### src/rtl/multi_io_bias.sv
// Multi-channel bias stage: captures a vector of signed activations, adds a
// programmable per-channel bias through one shared saturating adder, optional ReLU.
module multi_io_bias #(
  parameter int WIDTH    = 8,
  parameter int CHANNELS = 4,
  parameter int AW       = (CHANNELS > 1) ? $clog2(CHANNELS) : 1
) (
  input  logic                      clk,
  input  logic                      rst,
  input  logic                      enable,
  input  logic [CHANNELS*WIDTH-1:0] in,
  input  logic                      relu_en,
  input  logic                      bias_we,
  input  logic [AW-1:0]             bias_addr,
  input  logic [WIDTH-1:0]          bias_wdata,
  output logic [CHANNELS*WIDTH-1:0] biased_out,
  output logic [CHANNELS-1:0]       sat_flags,
  output logic                      busy,
  output logic                      ready
);

  localparam logic [AW-1:0] LAST_IDX = AW'(CHANNELS - 1);
  localparam logic signed [WIDTH-1:0] MAX_VAL = {1'b0, {(WIDTH-1){1'b1}}};
  localparam logic signed [WIDTH-1:0] MIN_VAL = {1'b1, {(WIDTH-1){1'b0}}};

  typedef enum logic [1:0] {
    IDLE,
    RUN,
    DONE
  } state_t;

  state_t state_q;
  state_t state_d;

  logic [AW-1:0]             idx_q;
  logic [CHANNELS*WIDTH-1:0] in_q;
  logic [CHANNELS*WIDTH-1:0] out_q;
  logic [CHANNELS-1:0]       sat_q;
  logic                      relu_q;
  logic [WIDTH-1:0]          bias_q [CHANNELS];

  logic [31:0]              lane_base;
  logic signed [WIDTH-1:0]  lane_in;
  logic signed [WIDTH-1:0]  lane_bias;
  logic signed [WIDTH:0]    lane_sum;
  logic signed [WIDTH-1:0]  lane_res;
  logic                     lane_sat;

  // Shared adder: overflow shows up as disagreement between the two top bits
  // of the sign-extended sum; the top bit then tells which rail to clamp to.
  always_comb begin
    lane_base = 32'(idx_q) * WIDTH;
    lane_in   = in_q[lane_base +: WIDTH];
    lane_bias = bias_q[idx_q];
    lane_sum  = {lane_in[WIDTH-1], lane_in} + {lane_bias[WIDTH-1], lane_bias};
    lane_sat  = lane_sum[WIDTH] != lane_sum[WIDTH-1];
    if (!lane_sat) begin
      lane_res = lane_sum[WIDTH-1:0];
    end else if (lane_sum[WIDTH]) begin
      lane_res = MIN_VAL;
    end else begin
      lane_res = MAX_VAL;
    end
    if (relu_q && lane_res[WIDTH-1]) begin
      lane_res = '0;
    end
  end

  always_comb begin
    state_d = state_q;
    case (state_q)
      IDLE:    if (enable) state_d = RUN;
      RUN:     if (idx_q == LAST_IDX) state_d = DONE;
      DONE:    state_d = IDLE;
      default: state_d = IDLE;
    endcase
  end

  always_ff @(posedge clk) begin
    if (rst) begin
      state_q <= IDLE;
    end else begin
      state_q <= state_d;
    end
  end

  // Results are not cleared at job start; each lane holds until it is recomputed.
  always_ff @(posedge clk) begin
    if (rst) begin
      in_q   <= '0;
      relu_q <= 1'b0;
      idx_q  <= '0;
      out_q  <= '0;
      sat_q  <= '0;
    end else begin
      case (state_q)
        IDLE: begin
          if (enable) begin
            in_q   <= in;
            relu_q <= relu_en;
            sat_q  <= '0;
            idx_q  <= '0;
          end
        end
        RUN: begin
          out_q[lane_base +: WIDTH] <= lane_res;
          sat_q[idx_q]              <= lane_sat;
          if (idx_q != LAST_IDX) begin
            idx_q <= idx_q + 1'b1;
          end
        end
        default: ;
      endcase
    end
  end

  // Addresses beyond the last channel match no register and are dropped.
  always_ff @(posedge clk) begin
    if (rst) begin
      for (int k = 0; k < CHANNELS; k++) begin
        bias_q[k] <= '0;
      end
    end else if (bias_we) begin
      for (int k = 0; k < CHANNELS; k++) begin
        if (bias_addr == AW'(k)) begin
          bias_q[k] <= bias_wdata;
        end
      end
    end
  end

  assign biased_out = out_q;
  assign sat_flags  = sat_q;
  assign busy       = (state_q != IDLE);
  assign ready      = (state_q == DONE);

endmodule
### config.mk
export PLATFORM = sky130hd
export DESIGN_NAME = multi_io_bias
export DESIGN_NICKNAME = d
export VERILOG_FILES = /design/src/rtl/multi_io_bias.sv
export SDC_FILE = /design/constraint.sdc
export NUM_CORES = 1
export LEC_CHECK = 0
export CAP_MARGIN = 20
export CORE_MARGIN = 2
export CORE_UTILIZATION = 30
export DETAILED_ROUTE_END_ITERATION = 10
export SKIP_LAST_GASP = 1
export SLEW_MARGIN = 20
export SYNTH_ARGS = -nofsm -noshare
export SYNTH_HDL_FRONTEND = slang
export SYNTH_SLANG_ARGS = --single-unit
### constraint.sdc
create_clock -name clk -period 4.9 [get_ports clk]
set_input_delay 0.98 -clock clk [delete_from_list [all_inputs] [get_ports clk]]
set_output_delay 0.98 -clock clk [all_outputs]
set_load 0.01 [all_outputs]
==> results of run 1 <==
-- flip-flops by register name (all words and copies together), names as in the netlist, named ones only --
register,cells
state_q,2
sat_flags,4
biased_out,32
in_q,32
bias_q,32
relu_q,1
idx_q,2
-- where the power goes --
part,internal [uW],switching (uW),leakage [uW]
Clock,504,336,0.000167
Combinational,177,244,0.00121
Sequential,959,29.4,0.000925
-- cells in the final DEF, fill, tap and decap left out, drive strengths merged, types with 4 or more instances in the layout --
cell,count
nand2,103
and3b,4
a21o,4
nand3,5
o22ai,4
nor3,14
and2,34
a21oi,56
nand3b,6
clkdlybuf4s50,83
a211oi,5
buf,4
nor2,26
nand2b,4
inv,14
edfxtp,32
a221o,4
ha,14
dfxtp,75
o21bai,5
mux4,16
a22oi,9
o21ai,22
clkbuf,9
-- area by class of cell --
class                   instances  share of cell area
multi-input cells             373               0.385
clock buffers                   9              0.0348
flip-flops and latches        107               0.380
repair buffers                 87               0.132
well taps                     220              0.0425
clock inverters                 7              0.0187
inverters                      11             0.00637
-- routing by layer --
| metal | up-vias | global-route usage | routed length, um |
|---|---|---|---|
| li1 | 2002 | - | - |
| met1 | 1903 | 0.192 | 5660 |
| met2 | 115 | 0.242 | 5970 |
| met3 | 15 | 0.0402 | 707 |
| met4 | 0 | 0.0480 | 194 |
| met5 | - | 0 | 0 |
-- through the flow --
| step | util | instances | setup WS (ps) | hold WS [ps] | total power (uW) |
|---|---|---|---|---|---|
| 2_1_floorplan | - | 519 | 1390 | 433 | 1290 |
| 3_3_place_gp | 0.368 | 798 | 1210 | 445 | 1420 |
| 3_5_place_dp | 0.368 | 798 | 1120 | 447 | 1430 |
| 4_1_cts | 0.389 | 814 | 1090 | 455 | 2270 |
| 5_1_grt | 0.389 | 814 | 736 | 476 | 2350 |
| 6_report | 0.389 | 814 | 1110 | 456 | 2250 |
-- worst min-delay path by stage --
stage / cells after the start / end / start / slack (ps)
2_1_floorplan: 2 / in_q[16]$_SDFFE_PP0P_ / in_q[16]$_SDFFE_PP0P_ / 430
3_3_place_gp: 2 / in_q[28]$_SDFFE_PP0P_ / in_q[28]$_SDFFE_PP0P_ / 440
3_5_place_dp: 2 / biased_out[24]$_SDFFE_PP0P_ / biased_out[24]$_SDFFE_PP0P_ / 450
4_1_cts: 2 / biased_out[24]$_SDFFE_PP0P_ / biased_out[24]$_SDFFE_PP0P_ / 460
5_1_grt: 2 / in_q[1]$_SDFFE_PP0P_ / in_q[1]$_SDFFE_PP0P_ / 480
6_report: 2 / in_q[27]$_SDFFE_PP0P_ / in_q[27]$_SDFFE_PP0P_ / 460
-- worst reg2reg max path, stage by stage (launching register included) --
cell and delay [ps]:
dfxtp_1 860, mux4_2 610, ha_1 470, nand3_1 240, a21oi_2 220, o41ai_4 90
buf_4 200, a2111oi_1 590, o21ai_0 230, a21oi_1 190
-- kinds of logic (layout without fill, tap and decap cells) --
kind of cell / count (synthesis) / after routing / share of synthesized area
adders and majority gates: 15 / 15 / 0.0381
and+or+nand+nor: 212 / 212 / 0.204
muxes: 18 / 18 / 0.0750
AOI/OAI and AO/OA: 125 / 125 / 0.165
DFF: 107 / 107 / 0.481
xor gates and xnor gates: 3 / 3 / 0.00513
buffers and inverters: 39 / 114 / 0.0320
==> results.md, run 1 <==
* Std-Cell Rows at 47
* PD cells at 347 nW/um^2
* Cell taking the most area after synthesis: dfxtp_1
* Clock latency on the worst-skew pair at 360 ps
* Yosys top cell area share at 0.293
* Max Slew Vio Count at 0
* Main synth FF type: dfxtp_1
* Clock sink count at 107
* Die area at about 18000 um^2
* Final setup viols at 0
* Max Cap Viol at 0
* Setup crit end: biased_out[27]$_SDFFE_PP0P_
* Worst min path class: reg2reg
* Area of the multi-input gates at 2500 um^2
* Post-CTS Resized at 0
* FFs w/ async S/R, synth at 0
* CP Data Arrival Time at 4070 ps
* Mapped Area at 5120 um^2
* Total Routing Usage GR at 0.149
* Total stage count of the critical path at 9
* N_diodes at 0
* Vias in the first global route at ~4100
* LEAKAGE at 0.00230 uW
* Num CTS Buffers at 9
* Global-route wire length before repair at between 20000 and 25000 um
* Fin nets at 651
* Initial cell density of the core at 0.308
* Final ANT Viol Nets at 0
* Avg Cell Area, Syn at 9.86 um^2
* Bufs on Longest Clock Path at 2
* Root Buffer: clkbuf_16
* CTS clk-pin slew, worst paths at about 70 ps
* Core Box Area at 16600 um^2
* EDFF count, synth at 32
* Cell variety after synth at 57
* Final Cycle Share at 0.773
* CP endpoint kind: register
* Largest fanout on the critical path at 17
* H-tree depth at 3
* Top-count cell post-synth: nand2_1
* Status: completed
* R2R setup slack at 1110 ps
* Die height at 135 um
* Fillcell total at between 1500 and 2000
* Setup TNS at 0 ps
* DRC Markers at 0
* Worst r2r src: idx_q[0]$_SDFFE_PP0P_
* RSZ-0062 raised after global routing: no
* CP required at 5180 ps
* Mapped Cells at ~520
* Post-Syn Nets at 581
* Reg-to-reg critical path endpoint: biased_out[27]$_SDFFE_PP0P_
* CP max-delay cell: dfxtp_1
* WP buf/inv at 1
* Worst VDD drop at 0.189 mV
* Grt total ovfl at 0
* Synth top cells by count: 103 x nand2_1, 75 x dfxtp_1, 53 x a21oi_1, 34 x and2_1, 32 x edfxtp_1
* Die width at 135 um
* Via count at slightly above 4000
* Final worst path period need at around 3800 ps
* CTS tree: yes
* FMAX at 264 MHz
* Critical path's largest stage delay at 860 ps
* Post CTS Setup Buffer Count at 0
* Relative slew slack at 0.354
* Port Buf Inserts at 84
* Final instance area at 6480 um^2
* Routed len/inst at 15.4 um
* R2R cell count at 9
* Area after DPL at between 6000 and 7000 um^2
* Worst setup SP type: register
* Register area at 2460 um^2
* DR pass1 iterations at 4
* Synth warnings at 0
* Post-Route Skew at 10.2 ps
* Total Routed Length at 12500 um
* Critical-path cell list: mux4_2 -> ha_1 -> nand3_1 -> a21oi_2 -> o41ai_4 -> buf_4 -> a2111oi_1 -> o21ai_0 -> a21oi_1
* Synthesis-to-finish area growth at 26.6%
* Final Hold Fails at 0
* Final HPWL DP at 9490 um
* Largest net degree at the start of global routing at 50
* Layout cells sized above 1 at 0.0943
* Worst Setup SP: idx_q[0]$_SDFFE_PP0P_
* Cell family with most CP delay: compound AO/OA/AOI/OAI gates
* Hold Buf Count CTS at 0
* RePlAce Congestion at slightly above 0.8
* Synth top area cells: dfxtp_1 29%, edfxtp_1 19%, nand2_1 7.6%, mux4_2 7.0%, a21oi_1 5.2%
* DRT iter0 DRCs at roughly 230
* WS Path Type: reg2reg
* Seq/Total Area, Yosys at 0.481
* #FFs+latches synth at 107
* Initial antenna violation count at 0
* Vias/cell at slightly below 5
* Worst Tran Pin Value at just under 1000 ps
* Top Ports at between 80 and 90
Note: power is estimated with default switching activity, not from simulation.
==> run 2, diff against run 1 <==
- clock period: 4.9 -> 3.9 ns (I/O delays scaled with it)
==> run 2 against run 1 <==
Against the previous run: cell count up 0.61%; non-clock buffer count up 5; register-to-register slack worse by 770 ps; worst hold slack worse by 1.7 ps; clock power up 7.5%; utilization down 0.090 points; sequential share of layout area up 0.088 points; worst setup slack worse by 770 ps; power up 19%; sequential power up 26%.
==> results.md, run 2 (same netlist as run 1, synthesis figures left out) <==
* Commonest non-fill, non-tap cells in the layout: 102 x nand2_1, 83 x clkdlybuf4s50_1, 75 x dfxtp_1
* CP most frequent cell: buf_4
* Fin nets at 656 (+0.77%)
* Total Routed Length at 12600 um (+0.45%)
* Clock latency on the worst-skew pair at 360 ps (about the same)
* Final ANT Viol Nets at 0 (unchanged)
* Die width at 135 um (unchanged)
* Setup TNS at 0 ps (unchanged)
* Hold depth at 2 (unchanged)
* Final HPWL DP at 9510 um (+0.21%)
* Worst setup SP type: register
* Setup slack after layout at 345 ps (-767 ps)
* Core Box Area at 16600 um^2 (unchanged)
* Max Slew Vio Count at 0 (unchanged)
* Initial antenna violation count at 0 (unchanged)
* P_sw at 749 uW (+23%)
* Initial cell density of the core at 0.308 (unchanged)
* Seq pwr share at 0.460 (+0.020)
* Vias/cell at 4.91 (-0.91%)
* Worst Tran Pin Value at 966 ps (+5.16 ps)
* Area after DPL at 6170 um^2 (+0.61%)
* Root Buffer: clkbuf_16
* Max Cap Viol at 0 (unchanged)
* Final Hold Fails at 0 (unchanged)
* Bufs on Longest Clock Path at 2 (unchanged)
* Hold Startpoint: biased_out[27]$_SDFFE_PP0P_
* Final Cycle Share at 0.912 (+0.138)
* CP endpoint kind: register
* H-tree depth at 3 (unchanged)
* Synthesis-to-finish area growth at 26.3%
* DRC Markers at 0 (unchanged)
* Internal power at 1940 uW (+18%)
* Status: completed
* Num CTS Buffers at 9 (unchanged)
* Clock sink count at 107 (unchanged)
* PD cells at 415 nW/um^2 (+20%)
* Routed len/inst at 15.4 um (-0.16%)
* Critical-path cell list: buf_4 -> mux4_2 -> ha_1 -> fa_1 -> nand3_1 -> a21oi_2 -> o41ai_4 -> buf_4 -> a31oi_4 -> o21ai_1 -> a21oi_1
* WS Path Type: reg2reg
* RePlAce Congestion at 0.793 (-1.7%)
* Vias in the first global route at 4029 (-0.81%)
* Grt total ovfl at 0 (unchanged)
* Final worst path period need at 3560 ps (-233 ps)
* Post-CTS Resized at 0 (unchanged)
* Largest fanout on the critical path at 9 (-8)
* Std-Cell Rows at 47 (unchanged)
* Commonest non-fill, non-tap cell in the layout: nand2_1
* CTS clk-pin slew, worst paths at 70 ps (about the same)
* Clock power frac at 0.336 (-0.038)
* Relative slew slack at 0.350 (-0.00347)
* CP max-delay cell: dfxtp_1
* Die height at 135 um (unchanged)
* N_diodes at 0 (unchanged)
* Final instance area at 6460 um^2 (-0.23%)
* Cell family with most CP delay: compound AO/OA/AOI/OAI gates
* Port Buf Inserts at 84 (unchanged)
* CP Data Arrival Time at 3750 ps (-320 ps)
* WP buf/inv at 2 (+1)
* RSZ-0062 raised after global routing: no
* Layout cells sized above 1 at 0.0952 (+0.000883)
* Top Ports at 85 (unchanged)
* Post-Route Skew at 16.1 ps (+5.90 ps)
* Die area at 18100 um^2 (unchanged)
* DR pass1 iterations at 4 (unchanged)
* Hold Buf Count CTS at 0 (unchanged)
* Final setup viols at 0 (unchanged)
* Worst min path class: reg2reg
* Total Routing Usage GR at 0.145 (-0.00340)
* Critical path's largest stage delay at 550 ps (-310 ps)
* Post CTS Setup Buffer Count at 0 (unchanged)
* CTS tree: yes
* CP required at 4090 ps (-1090 ps)
* Largest net degree at the start of global routing at 53 (+6.0%)
* Via count at 4023 (-0.30%)
* Combinational share of power at 0.203 (+0.016)
* Placement Setup Slack at 227 ps (-893 ps)
* R2R cell count at 11 (+2)
* Net Sw Frac at 0.279 (+0.00801)
* DRT iter0 DRCs at 255 (+9.0%)
* Global-route wire length before repair at 20600 um (-1.6%)
* Worst VDD drop at 0.243 mV (+29%)
* LEAKAGE at 0.00230 uW (about the same)
* FMAX at 281 MHz (+6.6%)
* Total stage count of the critical path at 11 (+2)
-- run 2: changes by cell type in the layout (fill, tap and decap cells not counted), sizes merged --
| cell | previous run | this run |
|---|---|---|
| buf | 4 | 9 |
| clkbuf | 9 | 12 |
| bufinv | 3 | 1 |
| clkinv | 0 | 1 |
| clkinvlp | 1 | 0 |
| inv | 14 | 13 |
-- run 2: final timing paths --
check                                endpoint  slack (ps)
setup / recovery  biased_out[22]$_SDFFE_PP0P_         340
hold / removal    biased_out[27]$_SDFFE_PP0P_         450
setup reg to reg  biased_out[22]$_SDFFE_PP0P_         340
hold reg to reg   biased_out[27]$_SDFFE_PP0P_         450
-- run 2: area by class of cell --
| class | instances | area (um^2) |
|---|---|---|
| clock inverter | 4 | 52.6 |
| timing repair buffer | 92 | 896 |
| fill | 1634 | 10200 |
| clock buffer | 12 | 236 |
| multi-input combinational | 373 | 2500 |
| inverter | 11 | 41.3 |
| tap | 220 | 275 |
| sequential | 107 | 2460 |
-- run 2: routing by layer --
layer,routed length (um),vias up,global-route usage
li1,-,2003,-
met1,5790,1896,0.191
met2,6010,118,0.239
met3,729,6,0.0357
met4,66,0,0.0404
met5,0,-,0
-- run 2: stage by stage --
step	cells	hold WS [ps]	util	power (uW)
after global routing	819	468	0.388	2810
final	819	454	0.388	2690
after floorplan	519	433	-	1620
after CTS	819	457	0.388	2700
after detailed placement	803	448	0.371	1810
after global placement	803	444	0.371	1790
-- run 2: power by group through the flow --
stage	registers, uW	logic (uW)	clock network (uW)
5_1_grt	1240	600	967
2_1_floorplan	1250	371	0
3_3_place_gp	1260	532	0
4_1_cts	1240	545	919
6_report	1240	546	903
3_5_place_dp	1260	543	0
-- run 2: tightest hold or removal path: cells and delay by family (launching register included) --
| kind | cells | cell delay [ps] |
|---|---|---|
| AND/OR/NAND/NOR | 1 | 50 |
| flip-flops | 1 | 310 |
| AO/OA/AOI/OAI | 1 | 50 |
